<file path="src/rtl/i2cmb_cmd_sequencer.sv">
// Runs one I2C byte transaction (write or read) through an I2CMB core's Wishbone registers.
// Optional macro I2CMB_SEQ_IRQ_EN: WAIT reads CMDR only after irq_i instead of polling.
module i2cmb_cmd_sequencer #(
    parameter int         WAIT_TIMEOUT = 4095,
    parameter logic [7:0] ENABLE_CSR   = 8'hC0
) (
    input  logic       clk_i,
    input  logic       rst_i,
    input  logic       req_valid_i,
    output logic       req_ready_o,
    input  logic [3:0] req_bus_i,
    input  logic [6:0] req_addr_i,
    input  logic       req_rw_i,
    input  logic [7:0] req_wdata_i,
    output logic       rsp_valid_o,
    output logic [1:0] rsp_status_o,
    output logic [7:0] rsp_rdata_o,
    output logic [1:0] adr_o,
    output logic [7:0] dat_o,
    input  logic [7:0] dat_i,
    output logic       we_o,
    output logic       cyc_o,
    output logic       stb_o,
    input  logic       ack_i,
    input  logic       irq_i
);
    localparam int            CW     = $clog2(WAIT_TIMEOUT + 1);
    localparam logic [CW-1:0] TMO    = CW'(WAIT_TIMEOUT);
    localparam logic [1:0]    A_CSR  = 2'd0;
    localparam logic [1:0]    A_DPR  = 2'd1;
    localparam logic [1:0]    A_CMDR = 2'd2;

`ifdef I2CMB_SEQ_IRQ_EN
    localparam logic [7:0] EN_VAL = ENABLE_CSR;
    logic poll_ok;
    assign poll_ok = irq_i;
`else
    localparam logic [7:0] EN_VAL = ENABLE_CSR & 8'hBF;
    logic poll_ok;
    // irq_i has no effect when polling; the OR keeps the port referenced.
    assign poll_ok = 1'b1 | irq_i;
`endif

    typedef enum logic [3:0] {
        S_IDLE, S_ENABLE, S_SETBUS, S_START, S_ADDR, S_DATA,
        S_RDNAK, S_RDDPR, S_STOP, S_WAIT, S_RESP
    } state_t;

    state_t        state_q, state_d, ret_q, ret_d, acc_next;
    logic          ph_q, ph_d, cyc_q, cyc_d, we_q, we_d, rw_q, rw_d, en_q, en_d;
    logic [1:0]    adr_q, adr_d, st_q, st_d, status_q, status_d;
    logic [7:0]    dat_q, dat_d, wdata_q, wdata_d, rbyte_q, rbyte_d, rdata_q, rdata_d;
    logic [3:0]    bus_q, bus_d;
    logic [6:0]    addr_q, addr_d;
    logic [CW-1:0] cnt_q, cnt_d;
    logic          acc_two;
    logic [7:0]    acc_dpr, acc_cmd;

    // Register-write steps: optional DPR write (phase 0) then the CMDR command.
    always_comb begin
        acc_two  = 1'b0;
        acc_dpr  = 8'h00;
        acc_cmd  = 8'h00;
        acc_next = S_RESP;
        case (state_q)
            S_SETBUS: begin acc_two = 1'b1; acc_dpr = {4'h0, bus_q}; acc_cmd = 8'h06; acc_next = S_START; end
            S_START:  begin acc_cmd = 8'h04; acc_next = S_ADDR; end
            S_ADDR:   begin
                acc_two  = 1'b1;
                acc_dpr  = {addr_q, rw_q};
                acc_cmd  = 8'h01;
                acc_next = rw_q ? S_RDNAK : S_DATA;
            end
            S_DATA:   begin acc_two = 1'b1; acc_dpr = wdata_q; acc_cmd = 8'h01; acc_next = S_STOP; end
            S_RDNAK:  begin acc_cmd = 8'h03; acc_next = S_RDDPR; end
            S_STOP:   begin acc_cmd = 8'h05; acc_next = S_RESP; end
            default:  ;
        endcase
    end

    always_comb begin
        state_d  = state_q;  ret_d   = ret_q;   ph_d    = ph_q;
        cyc_d    = cyc_q;    we_d    = we_q;    adr_d   = adr_q;   dat_d = dat_q;
        bus_d    = bus_q;    addr_d  = addr_q;  rw_d    = rw_q;    wdata_d = wdata_q;
        en_d     = en_q;     cnt_d   = cnt_q;   st_d    = st_q;    rbyte_d = rbyte_q;
        status_d = status_q; rdata_d = rdata_q;
        case (state_q)
            S_IDLE: if (req_valid_i) begin
                bus_d   = req_bus_i;
                addr_d  = req_addr_i;
                rw_d    = req_rw_i;
                wdata_d = req_wdata_i;
                st_d    = 2'b00;
                rbyte_d = 8'h00;
                ph_d    = 1'b0;
                state_d = en_q ? S_SETBUS : S_ENABLE;
            end
            S_ENABLE: begin
                if (!cyc_q) begin
                    cyc_d = 1'b1; we_d = 1'b1; adr_d = A_CSR; dat_d = EN_VAL;
                end else if (ack_i) begin
                    cyc_d = 1'b0; we_d = 1'b0; en_d = 1'b1; state_d = S_SETBUS;
                end
            end
            S_RDDPR: begin
                if (!cyc_q) begin
                    cyc_d = 1'b1; we_d = 1'b0; adr_d = A_DPR;
                end else if (ack_i) begin
                    cyc_d = 1'b0; rbyte_d = dat_i; state_d = S_STOP;
                end
            end
            S_WAIT: begin
                if (cnt_q != TMO) cnt_d = cnt_q + CW'(1);
                if (cyc_q) begin
                    if (ack_i) begin
                        cyc_d = 1'b0;
                        if (dat_i[6]) begin
                            // A NAK while waiting on STOP itself just finishes.
                            if (ret_q == S_RESP) state_d = S_RESP;
                            else begin st_d = 2'b01; state_d = S_STOP; end
                        end else if (dat_i[5]) begin
                            st_d = 2'b10; state_d = S_RESP;
                        end else if (dat_i[4]) begin
                            st_d = 2'b11; state_d = S_RESP;
                        end else if (dat_i[7]) begin
                            state_d = ret_q;
                        end
                    end
                end else if (cnt_q == TMO) begin
                    st_d = 2'b11; en_d = 1'b0; state_d = S_RESP;
                end else if (poll_ok) begin
                    cyc_d = 1'b1; we_d = 1'b0; adr_d = A_CMDR;
                end
            end
            S_RESP: state_d = S_IDLE;
            default: begin
                if (!cyc_q) begin
                    cyc_d = 1'b1;
                    we_d  = 1'b1;
                    adr_d = (acc_two && !ph_q) ? A_DPR : A_CMDR;
                    dat_d = (acc_two && !ph_q) ? acc_dpr : acc_cmd;
                end else if (ack_i) begin
                    cyc_d = 1'b0;
                    we_d  = 1'b0;
                    if (acc_two && !ph_q) ph_d = 1'b1;
                    else begin
                        ph_d = 1'b0; ret_d = acc_next; cnt_d = '0; state_d = S_WAIT;
                    end
                end
            end
        endcase
        // Response fields change only as RESP is entered, so they hold between responses.
        if (state_d == S_RESP && state_q != S_RESP) begin
            status_d = st_d;
            rdata_d  = rw_q ? rbyte_d : 8'h00;
        end
    end

    always_ff @(posedge clk_i or posedge rst_i) begin
        if (rst_i) begin
            state_q  <= S_IDLE; ret_q   <= S_IDLE; ph_q    <= 1'b0;
            cyc_q    <= 1'b0;   we_q    <= 1'b0;   adr_q   <= 2'd0;  dat_q   <= 8'h00;
            bus_q    <= 4'h0;   addr_q  <= 7'h00;  rw_q    <= 1'b0;  wdata_q <= 8'h00;
            en_q     <= 1'b0;   cnt_q   <= '0;     st_q    <= 2'b00; rbyte_q <= 8'h00;
            status_q <= 2'b00;  rdata_q <= 8'h00;
        end else begin
            state_q  <= state_d;  ret_q   <= ret_d;   ph_q    <= ph_d;
            cyc_q    <= cyc_d;    we_q    <= we_d;    adr_q   <= adr_d;  dat_q   <= dat_d;
            bus_q    <= bus_d;    addr_q  <= addr_d;  rw_q    <= rw_d;   wdata_q <= wdata_d;
            en_q     <= en_d;     cnt_q   <= cnt_d;   st_q    <= st_d;   rbyte_q <= rbyte_d;
            status_q <= status_d; rdata_q <= rdata_d;
        end
    end

    assign req_ready_o  = (state_q == S_IDLE) && !rst_i;
    assign rsp_valid_o  = (state_q == S_RESP);
    assign rsp_status_o = status_q;
    assign rsp_rdata_o  = rdata_q;
    assign cyc_o        = cyc_q;
    assign stb_o        = cyc_q;
    assign we_o         = we_q;
    assign adr_o        = adr_q;
    assign dat_o        = dat_q;
endmodule
</file>
<file path="config.mk">
export PLATFORM = sky130hd
export DESIGN_NAME = i2cmb_cmd_sequencer
export DESIGN_NICKNAME = d
export VERILOG_FILES = /design/src/rtl/i2cmb_cmd_sequencer.sv
export SDC_FILE = /design/constraint.sdc
export NUM_CORES = 1
export LEC_CHECK = 0
export ABC_AREA = 1
export BUFFER_PORTS_ARGS = -buffer_cell sky130_fd_sc_hd__buf_2
export CAP_MARGIN = 30
export CORE_UTILIZATION = 55
export DETAILED_ROUTE_END_ITERATION = 8
export GPL_ROUTABILITY_DRIVEN = 0
export PLACE_DENSITY = 0.79
export SETUP_SLACK_MARGIN = 0.4
export SYNTH_ARGS = -nofsm -noshare
export SYNTH_HDL_FRONTEND = slang
export SYNTH_SLANG_ARGS = --single-unit
export TNS_END_PERCENT = 1
</file>
<file path="constraint.sdc">
create_clock -name clk_i -period 4.5 [get_ports clk_i]
set_clock_uncertainty 0.05 [all_clocks]
set_input_delay 0.9 -clock clk_i [delete_from_list [all_inputs] [get_ports clk_i]]
set_output_delay 0.9 -clock clk_i [all_outputs]
set_load 0.02 [all_outputs]
</file>
---- Yosys cells after proc, flatten, opt, wreduce, memory -nomap -nowiden ----
Cells that the tools add are included.
Widths: inputs -> output; s select.
storage, ports and cells
  register bits after elaboration ......... 74
  output and inout bits ................... 25
  input port bits ......................... 33
  word-level logic and storage cells ...... 150
operators by class
  muxes and demuxes ....................... 74
  bitwise logic cells ..................... 7
  reductions and logical operators ........ 26
  equality and inequality tests ........... 25
  add/sub/neg operators ................... 1
operator list
  operator               count
  $mux 4                 15
  $mux 8                 7
  $mux 12                4
  $pmux 4 s5             2
  $mux 2                 17
  $pmux 8 s2             2
  $pmux 12 s2            1
  $pmux 8 s3             1
  $eq 4x4->1 const B     5
  $mux 1                 18
  $ne 2x2->1 const B     9
  $eq 4x3->1 const B     4
  $pmux 3 s5             1
  $reduce_and 5->1       3
  $add 12x1->12 const B  1
  $eq 12x12->1 const B   1
  $ne 12x12->1 const B   1
  $reduce_or 4->1        3
  $reduce_bool 2->1      5
  $eq 4x2->1 const B     2
  $pmux 2 s4             1
  $reduce_and 4->1       2
  $not 1->1              7
  $pmux 1 s2             3
  13 further kinds       18

---- Depth between registers and ports, before layout ----
  depth after elaboration ................. 10
  gate-level depth with buffers ........... 14
  gate-level depth less buffers ........... 13

---- Worst setup path after synthesis ----
OpenSTA, ideal clock, no wires.
  kind .................................... in2out
  from .................................... input port rst_i
  to ...................................... output port req_ready_o
  setup slack ............................. 2357 ps
  path buffers ............................ 0
  stages on the path ...................... 1
  data arrival time ....................... 1193 ps
  data required time ...................... 3550 ps
  cells stage by stage .................... nor2_1
on the way
  cells in the longest elaborated chain, start to end .. 2
ends and longest elaborated chain
  what                line  text
  start: declaration  8     input logic rst_i,
  $logic_not 1->1     175   assign req_ready_o = (state_q == S_IDLE) && !rst_i;
  $logic_and 1x1->1   175
  end: declaration    10    output logic req_ready_o,
No other way between the ends.

---- Final worst setup path ----
  from .................................... register state_q[1]
  to ...................................... register rdata_q[1] (netlist: rsp_rdata_o[1])
on the way
  cells in the longest elaborated chain, start to end .. 10
  elaborated cells between the ends (all ways) .. 32
  classes of those cells .................. eq/ne (9); mux (19); reduce/logical (4)
ends and longest elaborated chain
  what                                             line  text
  start: declaration                               49    state_t state_q, state_d, ret_q, ret_d, acc_next;
  start signal: assignment                         167   state_q <= state_d; ret_q <= ret_d; ph_q <= ph_d;
  $eq 4x3->1 / $eq 4x2->1 (equally long branches)  65    case (state_q)
  $reduce_or 3->1 (no source line)                 --
  $mux 1                                           65
  $logic_and 1x1->1                                145   if (acc_two && !ph_q) ph_d = 1'b1;
  $mux 4                                           145
  $mux 4                                           142   end else if (ack_i) begin
  $mux 4                                           137   if (!cyc_q) begin
  $pmux 4 s5                                       87    case (state_q)
  $eq 4x4->1                                       153   if (state_d == S_RESP && state_q != S_RESP) begin
  $logic_and 1x1->1                                153
  end signal: assignment                           171   status_q <= status_d; rdata_q <= rdata_d;
  end: declaration                                 52    logic [7:0] dat_q, dat_d, wdata_q, wdata_d, rbyte_q, rbyte_d, rdata_q, rdata_d;
Several ways; a longest one is shown, not always the timed one.
A chain may end at the register's enable or synchronous reset.

==> run_results.csv <==
group,metric,value,unit
synthesis,synth.top_cells.by_area,"dfrtp_1 (48%), nand2_1 (16%), nand3_1 (4.7%), nor2_1 (4.4%), inv_1 (4.2%)",
synthesis,syn_inst,493,
outcome,outcome,"completed",
synthesis,ys_dominant_reg_cell,"dfrtp_1",
critical_path,cp-end-kind,"register",
hold_path,worstHoldStart,"rsp_rdata_o[6]$_DFFE_PP0P_",
floorplanning,coreArea,6756,sq um
critical_path,r2r_end,"rsp_rdata_o[1]$_DFFE_PP0P_",
sta,hold_viol_final,0,
global_routing,antenna_found_initial,0,
critical_path,worstPathArrival,3.21,ns
critical_path,startpoint_type,"register",
critical_path,crit_fanout,12,
detailed_routing,drcViolationCount,0,
hold_path,hp-class,"register to register",
sta,hold_slack,0.4226,ns
cells_and_area,regArea,1852,sq um
cts,cts.clk_slew.worst_paths,0.08,ns
synthesis,yosysSeqAreaShare,48.30,%
power_and_ir_drop,p_switching,1.211,mW
synthesis,synth_nets,527,
cts,clk_latency,0.35,ns
global_routing,grt_pass1_wl,15220,um
critical_path,worst-setup-path-type,"register to register",
critical_path,crit_start,"state_q[1]$_DFF_PP0_",
critical_path,timing.critical_path.mode_cell,"nand2_1",
hold_path,min_path_cells,2,
cells_and_area,layout.nets,584,
power_and_ir_drop,power_frac_seq,37.1,%
cts,cts-root-buf,"clkbuf_8",
sta,worst_slew_pin_slew,0.8081,ns
sta,setup_viol,0,
cts,cts_resized,0,
detailed_routing,wl_per_cell,13.86,um
sta,grt_setup_unrepaired,"no",
global_routing,track_usage,26.55,%
synthesis,yosys_warnings,0,
critical_path,max_stage_delay,0.65,ns
synthesis,synth_most_common_cell,"nand2_1",
power_and_ir_drop,p_total,2.738,mW
critical_path,regToRegSetupSlack,1.47,ns
detailed_routing,wirelength,8798,um
critical_path,cp.required,4.68,ns
cts,cts_tree,"done",
sta,max_freq,0.3302,GHz
floorplanning,die_area,7309,sq um
cells_and_area,drive_gt1_share,19.46,%
synthesis,avgSynthCellArea,7.776,sq um
synthesis,synth_top_area_cell,"dfrtp_1",
place,pre_cts_slack,1.617,ns
power_and_ir_drop,peakVddDrop,0.3359,mV
power_and_ir_drop,powerDensity,625.5,nW/um^2
power_and_ir_drop,p_leak,2.279,nW
synthesis,synthArstFlopShare,100.0,%
critical_path,crit_family,"simple AND/OR/NAND/NOR gates",
cts,cts.htree.levels,3,
floorplanning,placementRows,30,
synthesis,yosysTopAreaCellShare,48.30,%
cells_and_area,fillers,596,
detailed_routing,drtPass1Iterations,5,
power_and_ir_drop,internal-power,1.527,mW
critical_path,crit_chain,"inv_2 -> nand2_1 -> nor2_1 -> nor2_1 -> nand3_1 -> a21oi_1 -> a21oi_2 -> nand3_2 -> nand2_1 -> nand2_1",
detailed_routing,ant_nets,0,
synthesis,synth_seq_cells,74,
critical_path,r2r-start,"state_q[1]$_DFF_PP0_",
sta,timing.final.crit_share,67.30,%
run,drv_cap,0,
cts,cts_max_path_buffers,2,
place,dp_cells,619,
cts,cts-hold-fix-buffers,0,
detailed_routing,vias,3482,
global_routing,grt_overflow_total,0,
synthesis,synth_edf_count,0,
detailed_routing,drt-initial-drc-count,256,
critical_path,cpMaxStageDelayCell,"nor2_1",
cells_and_area,final_cells,635,
sta,fin_ws,1.471,ns
place,io_buffers,56,
cts,clkSinkCount,74,
cells_and_area,antenna_cells,0,
floorplanning,die_h,85.49,um
cts,cts_buffers,9,
global_routing,grt_pass1_vias,3201,
global_routing,grt_max_degree,44,
critical_path,worstRegToRegCells,10,
place,dp_hpwl,6330,um
power_and_ir_drop,p_sw_share,44.23,%
floorplanning,start_util,56.74,%
cts,post_cts_buffers,0,
cells_and_area,syn2layout_area_growth,14.16,%
critical_path,crit_cells,10,
synthesis,yosys-top-cells-count,"nand2_1 (166), dfrtp_1 (74), nor2_1 (45), inv_1 (43), nand3_1 (36)",
critical_path,endpoint,"rsp_rdata_o[1]$_DFFE_PP0P_",
floorplanning,io_pins,58,
sta,period_minus_slack,3.029,ns
cells_and_area,multi_input_area,1714,sq um
power_and_ir_drop,p_clk_share,19.3,%
sta,fin_tns_setup,0,ns
synthesis,syn-cell-area,3834,sq um
detailed_routing,detail_route.vias_per_cell,5.483,
critical_path,path_buf_inv,1,
synthesis,yosysUniqueCellTypes,36,
sta,maxSlewHeadroom,45.93,%
floorplanning,die_w,85.49,um
power_and_ir_drop,share_comb_of_total_power,43.6,%
sta,drv_slew,0,
layout by cell type, fill, tap and decap left out, types with 2 or more instances in the layout:
cell type,instances
o21ai_1,2
inv_2,7
nor2_2,3
nor3_1,4
mux2_2,13
dfrtp_1,74
nand3_1,36
o21a_1,2
o21ai_0,23
o211ai_1,3
clkinv_2,3
inv_1,42
buf_2,56
a31oi_1,2
nand2_2,3
a21oi_1,22
nor2_1,45
xor2_1,6
nand3_2,3
clkbuf_8,11
nand2_1,166
clkinv_1,2
o22ai_1,6
nand4_1,6
routing by layer:
metal	up-vias	GRT usage (%)	wire, um
met5	-	0	0
met4	0	9.394	138
met3	13	4.427	408
met2	116	41.75	4182
met1	1644	37.60	4068
li1	1709	-	-
logic make-up (layout without fill, tap and decap cells):
logic type	Yosys count	count (layout)	synth area share, %
compound gates	67	67	9.955
xor+xnor	6	6	1.371
fa+ha+maj	1	1	0.3263
buf+inv	63	125	6.984
flops	74	74	48.30
mux	13	13	3.819
simple gates	269	269	29.24
layout make-up:
cell class	count	area share (%)
Timing Repair Buffer	58	7.204
Inverter	51	4.374
Sequential cell	74	42.31
Clock inverter	5	1.201
Tap cell	80	2.287
Multi-Input combinational cell	356	39.17
Clock buffer	11	3.459
sequential cells by signal, summed over array words and instances (netlist names):
name	cells
addr_q	7
adr_o	2
bus_q	4
cnt_q	12
cyc_o	1
dat_o	8
en_q	1
ph_q	1
rbyte_q	8
ret_q	4
rsp_rdata_o	8
rsp_status_o	2
rw_q	1
st_q	2
state_q	4
wdata_q	8
we_o	1
how the worst min path moves through the flow:
stage	endpoint	slack, ns
final	rsp_rdata_o[6]$_DFFE_PP0P_	0.42
after global placement	rbyte_q[3]$_DFF_PP0_	0.40
after detailed placement	rsp_status_o[0]$_DFFE_PP0P_	0.41
after global routing	rsp_rdata_o[6]$_DFFE_PP0P_	0.44
after floorplan	rbyte_q[0]$_DFF_PP0_	0.39
after CTS	rbyte_q[7]$_DFF_PP0_	0.42
stage by stage:
stage          instance area (sq um)  util, %
4_1_cts                         4377    64.78
2_1_floorplan                   3834        -
5_1_grt                         4377    64.78
6_report                        4377    64.78
3_5_place_dp                    4173    61.76
3_3_place_gp                    4145    61.35
worst reg2reg max path: cells and delay by family (launching register included):
family                 cells  cell delay [ns]
and+or+nand+nor            7             1.71
AOI/OAI and AO/OA          2             0.54
DFF                        1             0.47
buffers and inverters      1             0.14
power groups by stage:
stage	Combinational (mW)	Sequential (mW)	Clock, mW
global placement	1.13	1.02	0
detailed placement	1.18	1.03	0
finish	1.19	1.01	0.529
CTS	1.18	1.01	0.536
floorplan	0.902	1.03	0
global route	1.34	1.04	0.565
(Power assumes the default switching activity.)
